<file path="config.mk">
export PLATFORM = sky130hd
export DESIGN_NAME = clk_div_bank
export DESIGN_NICKNAME = d
export VERILOG_FILES = /design/src/rtl/clk_div_bank.sv
export SDC_FILE = /design/constraint.sdc
export NUM_CORES = 1
export LEC_CHECK = 0
export ABC_AREA = 1
export BUFFER_PORTS_ARGS = -buffer_cell sky130_fd_sc_hd__clkbuf_2
export CORE_ASPECT_RATIO = 1.25
export CORE_MARGIN = 2
export CORE_UTILIZATION = 38
export CTS_CLUSTER_SIZE = 20
export DETAILED_ROUTE_END_ITERATION = 12
export PLACE_DENSITY = 0.58
export SETUP_SLACK_MARGIN = 0.05
export SYNTH_ARGS = -nofsm -noshare
export SYNTH_HDL_FRONTEND = slang
export SYNTH_SLANG_ARGS = --single-unit
</file>
<file path="constraint.sdc">
create_clock -name clk -period 2.65 [get_ports clk]
set_input_delay 0.6625 -clock clk [delete_from_list [all_inputs] [get_ports clk]]
set_output_delay 0.6625 -clock clk [all_outputs]
set_load 0.005 [all_outputs]
</file>
<file path="src/rtl/clk_div_bank.sv">
// clk_div_bank: multi-channel programmable clock-enable divider.
// Each channel divides clk by a runtime-loadable N, giving a 50%-duty
// toggle (clk_out, period 2N) and a one-cycle tick every N cycles.
// Ports:
//   clk, reset        clock, synchronous active-high reset
//   en                global count enable (0 freezes counters/outputs)
//   sync              realign all channels to phase 0, apply pending divisors
//   load_valid/ready  divisor write handshake (ready is combinational)
//   load_ch, load_div target channel and new divisor (0 disables)
//   clk_out, tick     per-channel square wave and wrap pulse
//   active            per-channel: active divisor nonzero
module clk_div_bank #(
    parameter int CH       = 4,
    parameter int W        = 8,
    parameter int INIT_DIV = 2,
    localparam int LW      = (CH > 1) ? $clog2(CH) : 1
) (
    input  logic          clk,
    input  logic          reset,
    input  logic          en,
    input  logic          sync,
    input  logic          load_valid,
    input  logic [LW-1:0] load_ch,
    input  logic [W-1:0]  load_div,
    output logic          load_ready,
    output logic [CH-1:0] clk_out,
    output logic [CH-1:0] tick,
    output logic [CH-1:0] active
);

    logic [W-1:0]  r_div  [CH];
    logic [W-1:0]  r_cnt  [CH];
    logic [W-1:0]  r_pend [CH];
    logic [CH-1:0] r_pend_v;
    logic [CH-1:0] r_clk;
    logic [CH-1:0] r_tick;

    logic          w_ready;
    logic [CH-1:0] w_acc;
    logic [CH-1:0] w_active;

    // Out-of-range channel numbers match no channel, so they see
    // ready=1 and the write is silently dropped.
    always_comb begin
        w_ready = 1'b1;
        w_acc   = '0;
        for (int i = 0; i < CH; i++) begin
            if (load_ch == LW'(i)) begin
                w_ready  = ~r_pend_v[i];
                w_acc[i] = load_valid & ~r_pend_v[i];
            end
        end
    end

    always_comb begin
        w_active = '0;
        for (int i = 0; i < CH; i++) begin
            w_active[i] = |r_div[i];
        end
    end

    always_ff @(posedge clk) begin
        for (int i = 0; i < CH; i++) begin
            if (reset) begin
                r_div[i]    <= W'(INIT_DIV);
                r_cnt[i]    <= '0;
                r_pend[i]   <= '0;
                r_pend_v[i] <= 1'b0;
                r_clk[i]    <= 1'b0;
                r_tick[i]   <= 1'b0;
            end else if (sync) begin
                r_cnt[i]    <= '0;
                r_clk[i]    <= 1'b0;
                r_tick[i]   <= 1'b0;
                r_pend_v[i] <= 1'b0;
                // A write landing on the sync edge bypasses the pending slot.
                if (w_acc[i]) begin
                    r_div[i] <= load_div;
                end else if (r_pend_v[i]) begin
                    r_div[i] <= r_pend[i];
                end
            end else begin
                if (w_acc[i]) begin
                    r_pend[i]   <= load_div;
                    r_pend_v[i] <= 1'b1;
                end
                if (r_div[i] == '0) begin
                    // Idle channel: nothing to wrap, so apply pending at once.
                    r_cnt[i]  <= '0;
                    r_clk[i]  <= 1'b0;
                    r_tick[i] <= 1'b0;
                    if (r_pend_v[i]) begin
                        r_div[i]    <= r_pend[i];
                        r_pend_v[i] <= 1'b0;
                    end
                end else if (en) begin
                    if (r_cnt[i] == r_div[i] - 1'b1) begin
                        r_cnt[i]  <= '0;
                        r_tick[i] <= 1'b1;
                        if (r_pend_v[i]) begin
                            r_div[i]    <= r_pend[i];
                            r_pend_v[i] <= 1'b0;
                            // Switching off parks the output low.
                            r_clk[i]    <= (r_pend[i] != '0) ? ~r_clk[i] : 1'b0;
                        end else begin
                            r_clk[i] <= ~r_clk[i];
                        end
                    end else begin
                        r_cnt[i]  <= r_cnt[i] + 1'b1;
                        r_tick[i] <= 1'b0;
                    end
                end else begin
                    r_tick[i] <= 1'b0;
                end
            end
        end
    end

    assign load_ready = w_ready;
    assign clk_out    = r_clk;
    assign tick       = r_tick;
    assign active     = w_active;

endmodule

</file>
==> impl_results.md <==
- Outcome: finished, final reports clean
- Worst-case clock skew: between 0.01 and 0.015 ns
- Main synth FF type: edfxtp_1
- Post-synth EDFFs: 96
- Critical R2R Capture: r_div[0][0]$_DFFE_PP_
- Post-DP HPWL: between 10 and 15 mm
- Initial Utilization: 0.386
- Unrepaired setup endpoints after global routing: false
- Count of pins over their slew limit: 0
- Via count: around 5.2k
- Arrival time of the worst setup path: 1.71 ns
- Maximum VDD drop: roughly 0.00023 V
- Ys Warns: 0
- Post-CTS Setup Inserts: 0
- Skew-Pair Late Insertion Delay: about 0.36 ns
- Clk pwr share: 0.380
- Hold Crit Class: reg -> reg
- CP Launch Type: flip-flop
- Switching power: ~0.00095 W
- 1st-iter DRT viols: approximately 260
- Worst-path fanout max: 5
- Root Buffer: clkbuf_16
- Synth Cell Area: roughly 6500 um2
- Combinational Power Share: 0.102
- Critical R2R Launch: r_div[0][0]$_DFFE_PP_
- Slew headroom: 0.647
- Seq pwr share: 0.519
- RD Place Congestion: around 0.88
- Remaining DRCs: 0
- Cts hold-fix bufs: 0
- Reg2reg path depth: 12
- Origin of the worst setup path: r_div[2][0]$_SDFFCE_PN0P_
- Num ports: 28
- CTS resizes: 0
- Period utilisation layout: 0.895
- CTS Buffer Depth: 2
- Core Box Area: roughly 17000 um2
- Clock-pin slew on the worst setup and hold paths: 0.07 ns
- Routed Antenna Nets: 0
- Count of different cell masters after synthesis: 36
- Critical path class: reg -> out
- Most frequent cells in the layout: 229 x nand2_1, 112 x nor2_1, 96 x edfxtp_1
- Clock buffer count from CTS: 9
- Lkg Pwr: around 3.2 nW
- Mean Syn Cell Area: 8.16 um2
- Slew @ Worst Pin: 0.528 ns
- Nets: approximately 860
- Post-Syn Instances: about 790
- Largest net degree at the start of global routing: 18
- Chip Height: 150 um
- Switching Fraction: 0.246
- Remaining Overflow, GRT: 0
- Worst hold stages: 2
- 1st-pass router iterations: 5
- Via/cell ratio: between 4 and 5
- Ys async rst share: 0
- DIE WIDTH: around 120 um
- Initial antenna violation count: 0
- Layout cells sized above 1: 0.150
- Diodes inserted: 0
- First-pass GRT wire length: ~24 mm
- Endpoint type of the worst setup path: output port
- Setup violations, final: 0
- WP data required: 1.99 ns
- Period minus WS final: between 2 and 2.5 ns
- Final WL: about 15 mm
- Gr usage total: 0.173
- Critical Path End: active[2]
- DIE AREA: 18000 um2
- Routed WL per cell: roughly 14 um
- Final Hold Fails: 0
- PD cells: between 500 and 600 nW/um2
- Flop2flop setup slack: 0.33 ns
- Most common cell after layout, fill and taps aside: nand2_1
- Synthesized Nets: approximately 800
- Port bufs: 27
- Number of max-cap violations: 0
- Fmax: 0.422 GHz
- Vias in the first global route: between 4k and 5k
- Sequential element share of the synthesized area: 0.484
- Setup TNS: 0 ns
- Synthesized flop and latch total: 108
- Row count: 53
- Clock sink count: between 100 and 150
- CTS tree: done
- H-tree depth: 3
- Area delta synth->final: 12.8%
- Int Pwr: a little under 0.003 W
- Post-route core utilization: 0.436
## layer usage
| metal | GRT usage | wire length [um] |
|---|---|---|
| met3 | 0.0213 | 516 |
| met2 | 0.295 | 7360 |
| met5 | 0 | 0 |
| met4 | 0.0738 | 325 |
| met1 | 0.221 | 6770 |
## worst max-delay path, cell delays in order (launching register included)
cell	delay (ns)
edfxtp_1	0.44
inv_1	0.11
ha_1	0.25
nand4_1	0.14
nor2_1	0.21
inv_1	0.08
clkbuf_2	0.12
## area by class of cell
type	instances	area, um2
clock buffer	11	243
clock inverter	5	85.1
fill	1707	9430
inverter	112	420
multi-input combinational	565	2870
sequential	108	3120
tap	220	275
timing repair buffer	44	263
## cells by family after synthesis
| group | synth area share |
|---|---|
| AO/OA/AOI/OAI | 0.0217 |
| flip-flops | 0.484 |
| buffers and inverters | 0.0710 |
| adder cells (fa/ha/maj) | 0.0155 |
| XOR/XNOR | 0.0456 |
| AND/OR/NAND/NOR | 0.362 |
## how the worst min path moves through the flow
| stage | start | to | slack (ns) |
|---|---|---|---|
| 5_1_grt | clk_out[3]$_SDFFE_PP0N_ | clk_out[3]$_SDFFE_PP0N_ | 0.52 |
| 4_1_cts | clk_out[0]$_SDFFE_PP0N_ | clk_out[0]$_SDFFE_PP0N_ | 0.49 |
| 2_1_floorplan | clk_out[0]$_SDFFE_PP0N_ | clk_out[0]$_SDFFE_PP0N_ | 0.47 |
| 3_3_place_gp | clk_out[0]$_SDFFE_PP0N_ | clk_out[0]$_SDFFE_PP0N_ | 0.49 |
| 3_5_place_dp | clk_out[0]$_SDFFE_PP0N_ | clk_out[0]$_SDFFE_PP0N_ | 0.48 |
| 6_report | clk_out[3]$_SDFFE_PP0N_ | clk_out[3]$_SDFFE_PP0N_ | 0.50 |
## metrics by stage
| stage | worst slack [ns] | power [W] | area (um2) | std cells | hold slack, ns |
|---|---|---|---|---|---|
| 4_1_cts | 0.258 | 0.00392 | 7280 | 1065 | 0.493 |
| 5_1_grt | 0.125 | 0.00403 | 7280 | 1065 | 0.517 |
| 3_3_place_gp | 0.361 | 0.00244 | 6950 | 1049 | 0.485 |
| 6_report | 0.278 | 0.00388 | 7280 | 1065 | 0.495 |
| 3_5_place_dp | 0.303 | 0.00245 | 6950 | 1049 | 0.480 |
| 2_1_floorplan | 0.546 | 0.00231 | 6450 | 791 | 0.470 |
## registers in the layout, indices dropped and copies added, names as in the netlist
name,cells
r_pend_v,4
r_cnt,32
r_pend,32
r_div,32
tick,4
clk_out,4
## power groups by stage
stage	logic (W)	clock network, W	registers (W)
after detailed placement	0.000396	0	0.00205
final	0.000394	0.00147	0.00201
after CTS	0.000398	0.00151	0.00201
after floorplan	0.000283	0	0.00203
after global placement	0.000393	0	0.00205
after global routing	0.000449	0.00156	0.00202
## cells in the mapped netlist (3+ instances only)
| master | number | area share |
|---|---|---|
| a21oi_1 | 7 | 0.0054 |
| a31oi_1 | 4 | 0.0039 |
| buf_2 | 3 | 0.0023 |
| dfxtp_1 | 12 | 0.037 |
| edfxtp_1 | 96 | 0.45 |
| ha_1 | 8 | 0.016 |
| inv_1 | 95 | 0.055 |
| inv_2 | 16 | 0.0093 |
| nand2_1 | 229 | 0.13 |
| nand2_2 | 9 | 0.0087 |
| nand2_4 | 3 | 0.0052 |
| nand3_1 | 65 | 0.050 |
| nand3_2 | 14 | 0.022 |
| nand3b_1 | 3 | 0.0035 |
| nand4_1 | 18 | 0.017 |
| nor2_1 | 112 | 0.065 |
| nor2_2 | 10 | 0.0097 |
| nor2_4 | 7 | 0.012 |
| nor3_1 | 7 | 0.0054 |
| nor3_2 | 4 | 0.0062 |
| nor3b_1 | 6 | 0.0070 |
| nor4_1 | 8 | 0.0078 |
| o21ai_0 | 12 | 0.0093 |
| o21ai_1 | 4 | 0.0031 |
| xnor2_1 | 12 | 0.016 |
| xor2_1 | 17 | 0.023 |
No activity file was read; power rests on OpenSTA's default activity.
